<file path="config.mk">
export PLATFORM = sky130hd
export DESIGN_NAME = rr_lock_arbiter
export DESIGN_NICKNAME = d
export VERILOG_FILES = /design/src/rtl/arb_pkg.sv /design/src/rtl/prio_arbiter_lsb_to_msb.sv /design/src/rtl/rr_lock_arbiter.sv
export SDC_FILE = /design/constraint.sdc
export NUM_CORES = 1
export LEC_CHECK = 0
export ABC_AREA = 1
export BUFFER_PORTS_ARGS = -buffer_cell sky130_fd_sc_hd__buf_2
export CORE_MARGIN = 3
export CORE_UTILIZATION = 30
export DETAILED_ROUTE_END_ITERATION = 16
export GPL_TIMING_DRIVEN = 0
export PLACE_DENSITY = 0.46
export RECOVER_POWER = 100
export SLEW_MARGIN = 30
export SYNTH_ARGS = -nofsm -noshare
export SYNTH_HDL_FRONTEND = slang
export SYNTH_SLANG_ARGS = --single-unit
</file>
<file path="constraint.sdc">
create_clock -name clk -period 2.1 [get_ports clk]
set_input_delay 0.42 -clock clk [delete_from_list [all_inputs] [get_ports clk]]
set_output_delay 0.42 -clock clk [all_outputs]
set_load 0.05 [all_outputs]
</file>
<file path="src/rtl/arb_pkg.sv">
// Shared arbitration types and one-hot helpers used by rr_lock_arbiter.
// Helpers work on ARB_MAX-wide vectors; callers zero-extend and truncate.
package arb_pkg;

  localparam int unsigned ARB_MAX = 32;

  typedef enum logic [0:0] {
    ARB_IDLE,
    ARB_GRANT
  } arb_state_e;

  function automatic int unsigned onehot_to_idx(input logic [ARB_MAX-1:0] oh);
    int unsigned idx;
    idx = 0;
    for (int unsigned i = 0; i < ARB_MAX; i++) begin
      if (oh[i]) idx = idx | i;
    end
    return idx;
  endfunction

  // Mask of bits >= (idx+1) mod size; the holder in the top slot wraps to all-ones.
  function automatic logic [ARB_MAX-1:0] thermo_above(input logic [ARB_MAX-1:0] oh,
                                                      input int unsigned size);
    int unsigned idx;
    logic [ARB_MAX-1:0] mask;
    idx  = onehot_to_idx(oh);
    mask = '0;
    for (int unsigned i = 0; i < ARB_MAX; i++) begin
      if (i < size && (idx + 1 == size || i > idx)) mask[i] = 1'b1;
    end
    return mask;
  endfunction

endpackage

</file>
<file path="src/rtl/prio_arbiter_lsb_to_msb.sv">
// Combinational fixed-priority pick: lowest set request bit wins.
module prio_arbiter_lsb_to_msb #(
  parameter int unsigned SIZE = 4
) (
  input  logic [SIZE-1:0] req,
  output logic [SIZE-1:0] gnt
);

  always_comb begin : pick
    logic found;
    found = 1'b0;
    gnt   = '0;
    for (int unsigned i = 0; i < SIZE; i++) begin
      gnt[i] = req[i] & ~found;
      found  = found | req[i];
    end
  end

endmodule

</file>
<file path="src/rtl/rr_lock_arbiter.sv">
// Round-robin arbiter with grant locking; the holder keeps the grant until it drops req.
// Define ARB_TIMEOUT_EN to add the MAX_HOLD hold counter, forced rotation and preempt pulse.
module rr_lock_arbiter #(
  parameter int unsigned SIZE     = 4,
  parameter int unsigned MAX_HOLD = 16
) (
  input  logic                                        clk,
  input  logic                                        rst_n,
  input  logic [SIZE-1:0]                             req,
  output logic [SIZE-1:0]                             gnt,
  output logic                                        gnt_valid,
  output logic [((SIZE > 1) ? $clog2(SIZE) : 1)-1:0]  gnt_id,
  output logic                                        preempt
);
  import arb_pkg::*;

  localparam int unsigned ID_W = (SIZE > 1) ? $clog2(SIZE) : 1;

  if (SIZE < 1 || SIZE > ARB_MAX || MAX_HOLD < 1) begin : g_bad_cfg
    $error("rr_lock_arbiter: unsupported SIZE/MAX_HOLD");
  end

  arb_state_e      state;
  logic [SIZE-1:0] ptr;
  logic [SIZE-1:0] cand;
  logic [SIZE-1:0] pick_m;
  logic [SIZE-1:0] pick_u;
  logic [SIZE-1:0] win;
  logic            hold;
  logic            take;
  logic            drop;
  logic            rotate;
  logic            expired;

  // Excluding the holder is a no-op on release or in IDLE, and selects the
  // competitors on a timeout, so one candidate set serves every case.
  assign cand = req & ~gnt;
  assign hold = |(req & gnt);

  prio_arbiter_lsb_to_msb #(.SIZE(SIZE)) u_pick_masked (
    .req (cand & ptr),
    .gnt (pick_m)
  );

  prio_arbiter_lsb_to_msb #(.SIZE(SIZE)) u_pick_all (
    .req (cand),
    .gnt (pick_u)
  );

  assign win = (|pick_m) ? pick_m : pick_u;

`ifdef ARB_TIMEOUT_EN
  localparam int unsigned      CNT_W    = (MAX_HOLD > 1) ? $clog2(MAX_HOLD) : 1;
  localparam logic [CNT_W-1:0] CNT_LAST = CNT_W'(MAX_HOLD - 1);
  logic [CNT_W-1:0] cnt;
  assign expired = (cnt == CNT_LAST);
`else
  assign expired = 1'b0;
`endif

  always_comb begin
    take   = 1'b0;
    drop   = 1'b0;
    rotate = 1'b0;
    case (state)
      ARB_IDLE: take = |cand;
      ARB_GRANT: begin
        if (!hold) begin
          take = |cand;
          drop = ~|cand;
        end else if (expired && |cand) begin
          take   = 1'b1;
          rotate = 1'b1;
        end
      end
      default: ;
    endcase
  end

  always_ff @(posedge clk or negedge rst_n) begin
    if (!rst_n) begin
      state     <= ARB_IDLE;
      gnt       <= '0;
      gnt_valid <= 1'b0;
      gnt_id    <= '0;
      preempt   <= 1'b0;
      ptr       <= '1;
`ifdef ARB_TIMEOUT_EN
      cnt       <= '0;
`endif
    end else begin
      preempt <= rotate;
      if (take) begin
        state     <= ARB_GRANT;
        gnt       <= win;
        gnt_valid <= 1'b1;
        gnt_id    <= ID_W'(onehot_to_idx(ARB_MAX'(win)));
        ptr       <= SIZE'(thermo_above(ARB_MAX'(win), SIZE));
      end else if (drop) begin
        state     <= ARB_IDLE;
        gnt       <= '0;
        gnt_valid <= 1'b0;
        gnt_id    <= '0;
      end
`ifdef ARB_TIMEOUT_EN
      if (take) begin
        cnt <= '0;
      end else if (state == ARB_GRANT && !expired) begin
        cnt <= cnt + 1'b1;
      end
`endif
    end
  end

endmodule

</file>
# Word-level counts from Yosys, hierarchy flattened
# Index checks and enable logic that the tools add are counted.
dict set report word_totals {
  register_bits 11
  input_bits 6
  output_inout_bits 8
  word_cells 59
}
dict set report classes {
  add_sub_neg 1
  order_cmp 4
  eq_ne 1
  n_mux 19
  n_bitwise 21
  reduce_logical 9
}
# operator n
set ops {}
lappend ops {{1-bit by 32-bit greater-than comparator with 1-bit output (first input constant)} 2}
lappend ops {{2-bit by 32-bit greater-than comparator with 1-bit output (first input constant)} 2}
lappend ops {{32-bit by 1-bit adder with 32-bit output (second input constant)} 1}
lappend ops {{32-bit by 3-bit equality test with 1-bit output (second input constant)} 1}
lappend ops {{32-bit two-way mux} 1}
lappend ops {{4-bit bitwise AND} 3}
lappend ops {{4-bit two-way mux} 3}
lappend ops {{4-bit OR reduction} 3}
lappend ops {{1-bit two-way mux} 10}
lappend ops {{2-bit two-way mux} 4}
lappend ops {{1-bit inverter} 7}
lappend ops {{1-bit bitwise AND} 6}
lappend ops {{1-bit logical OR} 4}
lappend ops {{4-bit inverter} 1}
lappend ops {{1-bit bitwise OR} 4}
lappend ops {{1-bit one-hot mux with 2 select lines} 1}
lappend ops {{2-bit nonzero test} 1}
lappend ops {{1-bit logical NOT} 1}

# Logic depth before layout (Yosys ltp)
dict set report logic_depth {
  depth_word 17
  ltp_mapped 12
  ltp_nobuf 12
}

# Hierarchy
# From an unflattened synthesis, not the netlist that was laid out.
dict set report hier_totals {
  hier_cells 113
  hier_area_um2 762.0
}
# mod n_inst cells_per_inst area_each_um2 seq_area_each_um2
set modules_own_cells {}
lappend modules_own_cells {rr_lock_arbiter 1 95 686.9 280.3}
lappend modules_own_cells {prio_arbiter_lsb_to_msb 2 9 37.5 0.0}

# Least setup slack after synthesis
# No wires, ideal clock.
dict set report synth_timing {
  kind {register to register}
  from {register gnt[3]}
  to {register ptr[3]}
  setup_time_ns 0.076
  t_arrival_ns 1.762
  required_ns 2.024
  slack_ns 0.263
  path_stages_with_launch 12
  n_path_buf 0
  period_less_slack_ns 1.837
  cell_sequence {dfrtp_1 > inv_1 > nand2_1 > inv_1 > nand4_1 > nand2_1 > a21oi_1 > inv_1 > ha_1 > nand3b_1 > nor2_1 > nor2_1}
}
dict set report synth_via {
  elab_chain_cells 14
  word_cells_on_any_way 21
  cone_classes {add/sub: 1; order compare: 1; eq/ne: 1; mux: 8; bitwise: 6; reduce/logical: 4}
}
# element line_no
set synth_rtl {}
lappend synth_rtl {{start: declaration} rr_lock_arbiter.sv:10} ;# output logic [SIZE-1:0] gnt,
lappend synth_rtl {{start signal: assignment} rr_lock_arbiter.sv:95} ;# gnt <= win;
lappend synth_rtl {{4-bit inverter} rr_lock_arbiter.sv:37} ;# assign cand = req & ~gnt;
lappend synth_rtl {{4-bit bitwise AND} rr_lock_arbiter.sv:37}
lappend synth_rtl {{4-bit bitwise AND} rr_lock_arbiter.sv:41} ;# .req (cand & ptr),
lappend synth_rtl {{1-bit bitwise AND} prio_arbiter_lsb_to_msb.sv:14} ;# gnt[i] = req[i] & ~found;
lappend synth_rtl {{4-bit OR reduction} rr_lock_arbiter.sv:50} ;# assign win = (|pick_m) ? pick_m : pick_u;
lappend synth_rtl {{4-bit two-way mux} rr_lock_arbiter.sv:50}
lappend synth_rtl {{1-bit two-way mux} arb_pkg.sv:16} ;# if (oh[i]) idx = idx | i;
lappend synth_rtl {{2-bit two-way mux (2 in series)} arb_pkg.sv:16}
lappend synth_rtl {{32-bit two-way mux} rr_lock_arbiter.sv:93} ;# if (take) begin
lappend synth_rtl {{32-bit by 1-bit adder with 32-bit output} n/a}
lappend synth_rtl {{32-bit by 3-bit equality test with 1-bit output} n/a}
lappend synth_rtl {{1-bit logical OR} arb_pkg.sv:29} ;# if (i < size && (idx + 1 == size || i > idx)) mask[i] = 1'b1;
lappend synth_rtl {{1-bit two-way mux} arb_pkg.sv:29}
lappend synth_rtl {{end signal: assignment} rr_lock_arbiter.sv:98} ;# ptr <= SIZE'(thermo_above(ARB_MAX'(win), SIZE));
lappend synth_rtl {{end: declaration} rr_lock_arbiter.sv:24} ;# logic [SIZE-1:0] ptr;
# Parallel ways exist; a longest one is shown, timed or not. The select of a mux whose other input is x is not followed.
# A chain may end at the register's enable or synchronous reset.

# Worst setup path after layout
dict set report layout_timing {
  from {register gnt[2]}
  to {register gnt[2]}
}
dict set report layout_via {
  elab_chain_cells 9
  word_cells_on_any_way 20
  cone_classes {mux: 6; bitwise: 9; reduce/logical: 5}
}
# element line_no
set layout_rtl {}
lappend layout_rtl {{4-bit inverter} rr_lock_arbiter.sv:37}
lappend layout_rtl {{4-bit bitwise AND} rr_lock_arbiter.sv:37}
lappend layout_rtl {{4-bit bitwise AND} rr_lock_arbiter.sv:41}
lappend layout_rtl {{1-bit bitwise OR} prio_arbiter_lsb_to_msb.sv:15} ;# found = found | req[i];
lappend layout_rtl {{1-bit inverter} prio_arbiter_lsb_to_msb.sv:14}
lappend layout_rtl {{1-bit bitwise AND} prio_arbiter_lsb_to_msb.sv:14}
lappend layout_rtl {{4-bit OR reduction} rr_lock_arbiter.sv:50}
lappend layout_rtl {{4-bit two-way mux} rr_lock_arbiter.sv:50}
lappend layout_rtl {{4-bit two-way mux} rr_lock_arbiter.sv:93}
# Parallel ways exist; a longest one is shown, timed or not.

==> results by group <==
Power
  • Worst VDD drop: 0.499 mV
  • Leakage: between 0.4 and 0.5 nW
  • Total power: 0.00129 W
  • Pwr per Cell Area: about 1600 nW/um^2

CTS
  • Post-CTS Setup Repair Bufs: 0
  • Maximum clock path buffer count: 2
  • Clk sinks: 11
  • TritonCTS Buffers: 3
  • Post-CTS Resized: 0
  • H-tree levels: 1
  • Worst-Skew Late Latency: 0.27 ns
  • Post-CTS Hold Buffers: 0
  • Root Buffer: clkbuf_4
  • TritonCTS clock tree: built
  • Clk pin slew, worst setup/hold paths: 0.08 ns

Floorplan
  • Die area: 3050 sq um
  • Die Span X: roughly 55 um
  • DIE HEIGHT: approximately 55 um
  • Num ports: 14
  • Row count: 17
  • Floorplan core area: 2250 sq um
  • Starting density of the core: roughly a third

Setup path
  • Buf/Inv on CP: 1
  • CP top delay family: simple AND/OR/NAND/NOR gates
  • Crit path cell chain: nand2_1 -> nand2_1 -> nor2_1 -> nor2_1 -> nor2_1 -> clkinvlp_2 -> o21ai_0
  • Data arrival time of the worst path: 1.98 ns
  • Crit path kind: reg -> reg
  • Worst EP required: roughly 2.3 ns
  • CP Max Fanout: 7
  • Slowest-stage cell, CP: dfrtp_1
  • Startpoint Class: flop
  • Most frequent CP cell: nor2_1
  • CP Capture Type: flop
  • CP max stage delay: 0.43 ns

Drt
  • Antenna Nets Post-Route: 0
  • DRC: 0
  • Pre-Repair DR Iteration Count: 6
  • Vias: 596
  • Vias/cell: 4.35
  • Post-DR wirelength/cell: approximately 12 um
  • Drt total wl: 1680 um
  • DRT iter0 DRCs: 4

STA
  • Maximum clock rate: 560 MHz
  • Max-slew violations: 0
  • Final Hold Violating Endpoints: 0
  • Post-layout min period: 1.79 ns
  • Final period util: 85.0%
  • Worst-margin pin slew: 0.622 ns
  • Relative slew slack: 58.6%
  • Setup TNS: 0 ns
  • Crit path setup slack, layout: ~0.31 ns
  • Clock Skew: 0.00460 ns
  • Setup violators final: 0
  • Hold slack: roughly 0.13 ns
  • RSZ-0062 raised after global routing: false

Synthesis
  • Flops & latches, synth: 11
  • Mapped Area: about 730 sq um
  • Syn_area_per_cell: 7.82 sq um
  • Yosys warns: 0
  • Sequential area share after synthesis: 38.6%
  • Count of different cell masters after synthesis: 24
  • Net Count, Synth: between 100 and 150
  • Mapped Cells: 93

Placed design
  • Pre-CTS WS: 0.341 ns
  • Dpl hpwl: roughly 1300 um
  • Gpl congestion: just under 0.8
  • PortBufs: 12

Run status
  • Status: completed

Final layout
  • Final Util: 36.0%
  • Storage cell area: 280 sq um
  • Share of cells above drive strength 1: 24.8%
  • Synth-to-layout area growth: 11.5%
  • Nets@finish: roughly 120
  • Most common cell after layout, fill and taps aside: nand2_1
  • Multi-input logic area: roughly 370 sq um
  • N_diodes: 0
  • Fill count: 255
  • Commonest non-fill, non-tap cells in the layout: 23 x nand2_1, 10 x nand3_1, 9 x inv_1, 9 x nor2_1, 9 x clkbuf_1

Global routing
  • Antenna violations before repair: 0
  • Vias in the first global route: 614
  • First-pass GRT wire length: between 2000 and 3000 um
  • Global route total overflow: 0
  • M3 GR Usage: under 10%
  • Global Route met2 Usage: 16.7%
  • GR Util met1: 17.0%
  • Total track usage: 12.0%
  • Largest net degree at the start of global routing: 12
  • Global route hottest layer: met1

Flow run
  • Max-cap viol count: 0

Worst hold path
  • Hold Path Class: in -> async
-- logic make-up (layout without fill, tap and decap cells) --
| family | after synthesis | count (layout) | synth area share (%) |
|---|---|---|---|
| simple gates | 55 | 55 | 38.9 |
| buf+inv | 13 | 29 | 7.57 |
| compound gates | 11 | 11 | 11.0 |
| flops | 11 | 11 | 38.6 |
| fa+ha+maj | 2 | 2 | 3.44 |
| other cells | 1 | 1 | 0.516 |
-- worst paths after layout --
kind | cells past startpoint | slack [ns] | to | start
max | 7 | 0.31 | gnt[2] | gnt[2]
min | 1 | 0.13 | gnt[3] | rst_n
max reg2reg | 7 | 0.31 | gnt[2] | gnt[2]
min reg2reg | 2 | 0.48 | ptr[1] | ptr[1]
max in group asynchronous | 1 | 1.57 | gnt_id[1] | rst_n
min in group clk | 2 | 0.48 | ptr[1] | ptr[1]
-- registers in the layout, indices dropped and copies added (netlist names) --
register,flops
gnt_valid,1
gnt,4
gnt_id,2
ptr,4
-- per-layer routing --
layer,part of all wire (%),up-vias,wire length [um]
met3,4.0,5,67
li1,-,324,-
met4,2.1,0,35
met1,52,254,865
met5,0,-,0
met2,42,13,708
-- report_power, final --
part / leakage (nW) / internal [W] / switching (W)
Combinational: 0.263 / 0.000204 / 0.000540
Clock: 0.0150 / 0.0000736 / 0.0000765
Sequential: 0.128 / 0.000325 / 0.0000700
-- area by class of cell --
type	count	share of cell area (%)
clock buffers	4	3.24
flip-flops and latches	11	34.6
multi-input cells	69	45.1
inverters	12	5.71
plain buffers	1	0.926
repair buffers	12	6.17
well taps	28	4.32
-- synthesized netlist by cell type --
library cell	number	share of area [%]
nand3_2	1	1.4
nor2_1	7	3.6
inv_4	1	0.86
a21oi_1	1	0.69
nand3b_1	1	1.0
inv_2	2	1.0
nand2_1	23	12
ha_1	2	3.4
nand4_1	2	1.7
nor2_4	2	3.1
o21ai_1	1	0.69
nand2_4	2	3.1
inv_1	9	4.6
o21ai_0	2	1.4
nand2_2	7	6.0
nor2_2	1	0.86
o21a_1	1	1.0
nand3_1	9	6.2
o21ai_2	5	6.0
a21oi_2	1	1.2
dfrtp_1	7	24
conb_1	1	0.52
buf_4	1	1.0
dfstp_2	4	14
-- through the flow --
| stage | instances | cell area [sq um] |
|---|---|---|
| 5_1_grt | 137 | 811 |
| 3_3_place_gp | 133 | 822 |
| 6_report | 137 | 811 |
| 4_1_cts | 137 | 848 |
| 2_1_floorplan | 93 | 727 |
| 3_5_place_dp | 133 | 822 |
-- worst reg2reg max path, cell delays in order (launching register included) --
cell and delay, ns:
dfrtp_1 0.43, nand2_1 0.10, nand2_1 0.08, nor2_1 0.15
nor2_1 0.06, nor2_1 0.36, clkinvlp_2 0.33, o21ai_0 0.20
(Power assumes the default switching activity.)
